==> config.mk <==
export PLATFORM = sky130hd
export DESIGN_NAME = seq_detect_param
export DESIGN_NICKNAME = d
export VERILOG_FILES = /design/src/rtl/seq_detect_pkg.sv /design/src/rtl/seq_shift_hist.sv /design/src/rtl/seq_detect_param.sv
export SDC_FILE = /design/constraint.sdc
export NUM_CORES = 1
export LEC_CHECK = 0
export ABC_AREA = 1
export CAP_MARGIN = 20
export CORE_UTILIZATION = 49
export CTS_CLUSTER_DIAMETER = 120
export CTS_CLUSTER_SIZE = 16
export DETAILED_ROUTE_END_ITERATION = 6
export PLACE_DENSITY = 0.72
export SLEW_MARGIN = 20
export SYNTH_ARGS = -nofsm -noshare
export SYNTH_HDL_FRONTEND = slang
export SYNTH_HIERARCHICAL = 1
export SYNTH_SLANG_ARGS = --single-unit
==> constraint.sdc <==
create_clock -name clk -period 2.3 [get_ports clk]
set_clock_uncertainty 0.05 [all_clocks]
set_input_delay 0.345 -clock clk [delete_from_list [all_inputs] [get_ports clk]]
set_output_delay 0.345 -clock clk [all_outputs]
set_load 0.05 [all_outputs]
==> src/rtl/seq_detect_pkg.sv <==
// ---------------------------------------------------------------------------
// seq_detect_pkg
//
// Shared definitions for the parametrised serial pattern detector.
//   MAX_LEN_LIMIT : largest pattern length the detector family supports
//   OVERLAP       : detection mode where bits may be shared between matches
//   NONOVERLAP    : detection mode where a match consumes its bits
//   clamp_len()   : limits a requested pattern length to the hardware maximum
// ---------------------------------------------------------------------------
package seq_detect_pkg;

    localparam int MAX_LEN_LIMIT = 32;

    localparam logic OVERLAP    = 1'b1;
    localparam logic NONOVERLAP = 1'b0;

    // A requested length above what the history can hold is treated as the
    // longest pattern the instance can check, rather than being rejected.
    function automatic int clamp_len(input int req_len, input int max_len);
        return (req_len > max_len) ? max_len : req_len;
    endfunction

endpackage

==> src/rtl/seq_shift_hist.sv <==
// ---------------------------------------------------------------------------
// seq_shift_hist
//
// Serial history shift register plus fill counter for the pattern detector.
// Ports:
//   clk, rst_n : clock and asynchronous active-low reset
//   shift_en   : accept bit_in this cycle (shift history, advance fill)
//   flush      : clear history and fill (takes priority over shift_en)
//   fill_clr   : on a shifting cycle, restart fill from zero instead of
//                advancing it (used for non-overlapping detection)
//   bit_in     : incoming serial bit
//   window     : look-ahead compare window, previous bits with bit_in as
//                the newest bit in position [0]
//   fill       : number of accepted bits since the last flush, 0..MAX_LEN
// ---------------------------------------------------------------------------
module seq_shift_hist
    import seq_detect_pkg::*;
#(
    parameter int MAX_LEN = 8,
    parameter int LEN_W   = $clog2(MAX_LEN + 1)
) (
    input  logic               clk,
    input  logic               rst_n,
    input  logic               shift_en,
    input  logic               flush,
    input  logic               fill_clr,
    input  logic               bit_in,
    output logic [MAX_LEN-1:0] window,
    output logic [LEN_W-1:0]   fill
);

    // Only MAX_LEN-1 past bits are stored: the compare window always takes
    // the incoming bit as its newest position, so the oldest bit of a full
    // MAX_LEN history could never take part in a comparison.
    logic [MAX_LEN-2:0] hist;

    assign window = {hist, bit_in};

    always_ff @(posedge clk or negedge rst_n) begin
        if (!rst_n) begin
            hist <= '0;
            fill <= '0;
        end else if (flush) begin
            hist <= '0;
            fill <= '0;
        end else if (shift_en) begin
            hist <= window[MAX_LEN-2:0];
            if (fill_clr) begin
                fill <= '0;
            end else if (fill != LEN_W'(MAX_LEN)) begin
                fill <= fill + LEN_W'(1);
            end
        end
    end

endmodule

==> src/rtl/seq_detect_param.sv <==
// ---------------------------------------------------------------------------
// seq_detect_param
//
// Run-time configurable serial bit-pattern detector. One bit is sampled per
// in_valid cycle; w pulses for one cycle when the newest act_len bits equal
// the programmed pattern (pattern[len-1] oldest, pattern[0] newest).
// Ports:
//   clk, rst_n   : clock and asynchronous active-low reset
//   in_valid, a  : qualified serial data bit
//   cfg_load     : latch cfg_pattern / cfg_len / cfg_overlap and flush history
//   cfg_pattern  : pattern to match
//   cfg_len      : pattern length (clamped to MAX_LEN, 0 disables detection)
//   cfg_overlap  : 1 = overlapping detection, 0 = non-overlapping
//   cnt_clr      : synchronous clear of match_cnt (wins over an increment)
//   w            : registered one-cycle match pulse
//   match_cnt    : saturating count of matches
//   act_len      : currently active (clamped) pattern length
// ---------------------------------------------------------------------------
module seq_detect_param
    import seq_detect_pkg::*;
#(
    parameter int               MAX_LEN     = 8,
    parameter int               CNT_W       = 16,
    parameter logic [MAX_LEN-1:0] RST_PATTERN = 8'b0000_0101,
    parameter int               RST_LEN     = 3,
    parameter int               LEN_W       = $clog2(MAX_LEN + 1)
) (
    input  logic               clk,
    input  logic               rst_n,
    input  logic               in_valid,
    input  logic               a,
    input  logic               cfg_load,
    input  logic [MAX_LEN-1:0] cfg_pattern,
    input  logic [LEN_W-1:0]   cfg_len,
    input  logic               cfg_overlap,
    input  logic               cnt_clr,
    output logic               w,
    output logic [CNT_W-1:0]   match_cnt,
    output logic [LEN_W-1:0]   act_len
);

    logic [MAX_LEN-1:0] pat_q;
    logic [LEN_W-1:0]   len_q;
    logic               ov_q;

    logic [MAX_LEN-1:0] window;
    logic [LEN_W-1:0]   fill;
    logic               shift_en;
    logic               match;
    logic [MAX_LEN-1:0] len_mask;
    logic [LEN_W:0]     fill_plus;

    // A configuration load owns its cycle: any coincident data bit is dropped.
    assign shift_en = in_valid & ~cfg_load;

    seq_shift_hist #(
        .MAX_LEN (MAX_LEN),
        .LEN_W   (LEN_W)
    ) u_hist (
        .clk      (clk),
        .rst_n    (rst_n),
        .shift_en (shift_en),
        .flush    (cfg_load),
        .fill_clr (match & (ov_q == NONOVERLAP)),
        .bit_in   (a),
        .window   (window),
        .fill     (fill)
    );

    // Active configuration registers; the new values apply from the first
    // valid bit after the load edge because the history is flushed as well.
    always_ff @(posedge clk or negedge rst_n) begin
        if (!rst_n) begin
            pat_q <= RST_PATTERN;
            len_q <= LEN_W'(clamp_len(RST_LEN, MAX_LEN));
            ov_q  <= OVERLAP;
        end else if (cfg_load) begin
            pat_q <= cfg_pattern;
            len_q <= LEN_W'(clamp_len(int'(cfg_len), MAX_LEN));
            ov_q  <= cfg_overlap;
        end
    end

    // Match evaluation on the window as it will look after this bit. Only the
    // low len_q positions take part; fill+1 counts the incoming bit so that a
    // freshly flushed history cannot match on stale zeros.
    always_comb begin
        len_mask = '0;
        for (int i = 0; i < MAX_LEN; i++) begin
            if (i < int'(len_q)) begin
                len_mask[i] = 1'b1;
            end
        end
        fill_plus = {1'b0, fill} + (LEN_W + 1)'(1);
        match = shift_en
              && (len_q != '0)
              && (fill_plus >= {1'b0, len_q})
              && (((window ^ pat_q) & len_mask) == '0);
    end

    // Registered match pulse and saturating counter; a clear beats an
    // increment on the same edge but the pulse itself still appears.
    always_ff @(posedge clk or negedge rst_n) begin
        if (!rst_n) begin
            w         <= 1'b0;
            match_cnt <= '0;
        end else begin
            w <= match;
            if (cnt_clr) begin
                match_cnt <= '0;
            end else if (match && (match_cnt != '1)) begin
                match_cnt <= match_cnt + CNT_W'(1);
            end
        end
    end

    assign act_len = len_q;

endmodule
==> reports/metrics.cfg <==
[run_status]
outcome = finished clean

[cells_and_area]
fin_cells = 506
final_common_cell = nand2_1
finish.utilization_pct = 64.9
layout_common_cells = nand2_1, inv_1, clkdlybuf4s50_1, dfrtp_1, nand3_1
num-fill-cells = 460
nNetsFinal = 462
area.growth.synth_to_final_pct = 25.8
drive_above_1_share_pct = 12.4
diodes = 0

[power_and_ir_drop]
vdd_drop_max_uv = 342
p_per_area_mw_per_mm2 = 473
finalPower_w = 0.00159
leakage_nw = 1.66

[timing]
finalCriticalPeriod_ns = 2.18
period_share_pct = 94.6
setup-tns-final_ns = 0
hold_ws_ns = 0.395
fmax_mhz = 460
finalSetupViolations = 0
tightest_slew_ns = 0.507
slew_viol_final = 0
final_hold_viol_count = 0
slew_headroom_pct = 66.1

[synthesis]
avgSynthCellArea_um2 = 6.99
syn-num-nets = 409
synthXorXnorAreaFrac_pct = 2.95
synth_cell_types = 31
ys_top_cells_by_area = dfrtp_1, nand2_1, inv_1
synth_compound_area_share_pct = 4.87
synth_fa_ha_area_share_pct = 3.75
synth-seq-cells = 41
yosysWarnings = 6
netlist_instances = 382
synthesis.area_mm2 = 0.00267
ys_seq_area_share_pct = 38.7
synth_mux_area_share_pct = 0
synth_top_family_by_area = simple AND/OR/NAND/NOR gates
synth_top_cell_by_area = dfrtp_1
synth_top_area_share_pct = 33.7
synthSimpleGateAreaFrac_pct = 38.9

[setup_path]
cp-start-kind = flop
worstPathArrival_ns = 2.31
reg2reg_depth = 13
cp.required_ns = 2.44
critical_path_class = flop to flop
endpoint_kind = flop
r2r-end = u_hist/fill[1]
worstReg2RegStart = u_hist/fill[0]
r2r_slack_ns = 0.12
cp_max_fo = 4

[route]
dr.pass1.iters = 4
initialDrtViolationCount = 183
routed-via-count = 2581
ant_nets = 0
post-route-drc-count = 0
wl_per_cell_um = 12.2
totalWireLength_um = 6200
via_per_inst = 5.10

[floorplanning]
initial_core_util_pct = 51.6
dieArea_mm2 = 0.00575
die_y_um = 75.8
core_region_area_mm2 = 0.00517
io_pins = 40
rows = 26
die_w_um = 75.8

[clock_tree]
path_clk_slew_ns = 0.08
max-clock-path-buffers = 2
clkLatencyLatePin_ns = 0.29
cts_root_buf = clkbuf_8
htree_levels = 2
cts.sinks = 41
cts_tree = done
cts-buffers-inserted = 5

[placement]
gp_routability_congestion = 0.818
port_buffers = 39
place_inst = 492
hpwl_um = 4510

[grt]
grtUsageTotal_pct = 23.3
antenna_found_initial = 0
grt_max_degree = 33
overflow = 0
grt_pass1_vias = 2281
grt_pass1_wl_um = 10100

[run]
cap_violations = 0

[hold_path]
hold_class = primary input to async pin

worst max-delay path, stage by stage, from the launching register on:
cell     delay (ns)
dfrtp_1        0.40
ha_2           0.20
xor2_1         0.14
ha_1           0.29
nand2_1        0.05
nor2_1         0.08
nand2_1        0.05
nand3_1        0.11
nand3_2        0.10
nor3_2         0.21
nor2_2         0.10
buf_4          0.15
nand4_1        0.09
nand2_1        0.06
what timing repair did:
action | in CTS | in global routing
hold buffers | 1 | 0
setup endpoints to repair | 0 | 20
setup buffers | 0 | 4
resized for setup | 0 | 8
hold endpoints to repair | 11 | 0
flip-flops by register name (all words and copies together), names as in the netlist:
name / count
u_hist/hist: 7
match_cnt: 16
u_hist/fill: 4
pat_q: 8
w: 1
ov_q: 1
act_len: 4
worst max-delay path by stage:
stage	start	to	slack, ns	depth (start not counted)
after floorplan	act_len[3]	u_hist/fill[2]	0.14	13
after global placement	u_hist/fill[0]	match_cnt[7]	0.17	12
after detailed placement	u_hist/fill[0]	match_cnt[0]	0.08	12
after CTS	u_hist/fill[0]	match_cnt[0]	0.07	12
after global routing	u_hist/fill[0]	u_hist/fill[1]	-0.0006	14
final	u_hist/fill[0]	u_hist/fill[1]	0.12	13
cells in the mapped netlist:
library cell    n
a21oi_1         1
a22o_1          1
buf_1           1
buf_2           3
buf_4           1
buf_6           1
clkbuf_1        2
clkbuf_4        1
clkinv_1        1
dfrtp_1        36
dfstp_2         5
ha_1            8
inv_1          54
inv_2           8
nand2_1       122
nand2_2         3
nand2_4         1
nand3_1        36
nand3_2         2
nand3b_1        1
nand4_1        22
nand4_4         1
nor2_1         33
nor2_2          2
nor2_4          3
nor3_1          3
o21ai_0        15
o21bai_1        3
o22ai_1         3
xnor2_1         3
xor2_1          6
cell families (layout without fill, tap and decap cells):
logic type	Yosys count	in the layout
buffers and inverters	72	125
AND/OR/NAND/NOR	229	230
flip-flops	41	41
AO/OA/AOI/OAI	23	23
XOR/XNOR	9	9
adder cells (fa/ha/maj)	8	8
layer usage:
metal / part of all wire [%] / vias to the layer above / GRT usage (%)
met4: 0.89 / 0 / 8.02
li1: - / 1328 / -
met3: 4.5 / 6 / 3.17
met2: 48 / 61 / 39.6
met1: 46 / 1186 / 30.3
met5: 0 / - / 0
report_power, final:
group,internal [W],switching (W),total (W)
sequential,0.000755,0.0000262,0.000781
clock,0.000216,0.000269,0.000484
combinational,0.000129,0.000195,0.000323
total,0.00110,0.000490,0.00159
layout make-up:
cell class / count / area (um2) / share of cell area (%)
Multi-Input combinational cell: 270 / 1400 / 41.7
Clock inverter: 3 / 21.3 / 0.633
Inverter: 63 / 236 / 7.04
Clock buffer: 5 / 68.8 / 2.05
Sequential cell: 41 / 1030 / 30.7
Tap cell: 70 / 87.6 / 2.61
Timing Repair Buffer: 54 / 513 / 15.3
stage by stage:
stage,setup slack [ns],cell area (um2)
floorplan,0.138,2670
global placement,0.171,3180
detailed placement,0.0838,3180
CTS,0.0720,3280
global route,-0.000599,3360
finish,0.125,3360
(Power assumes the default switching activity.)
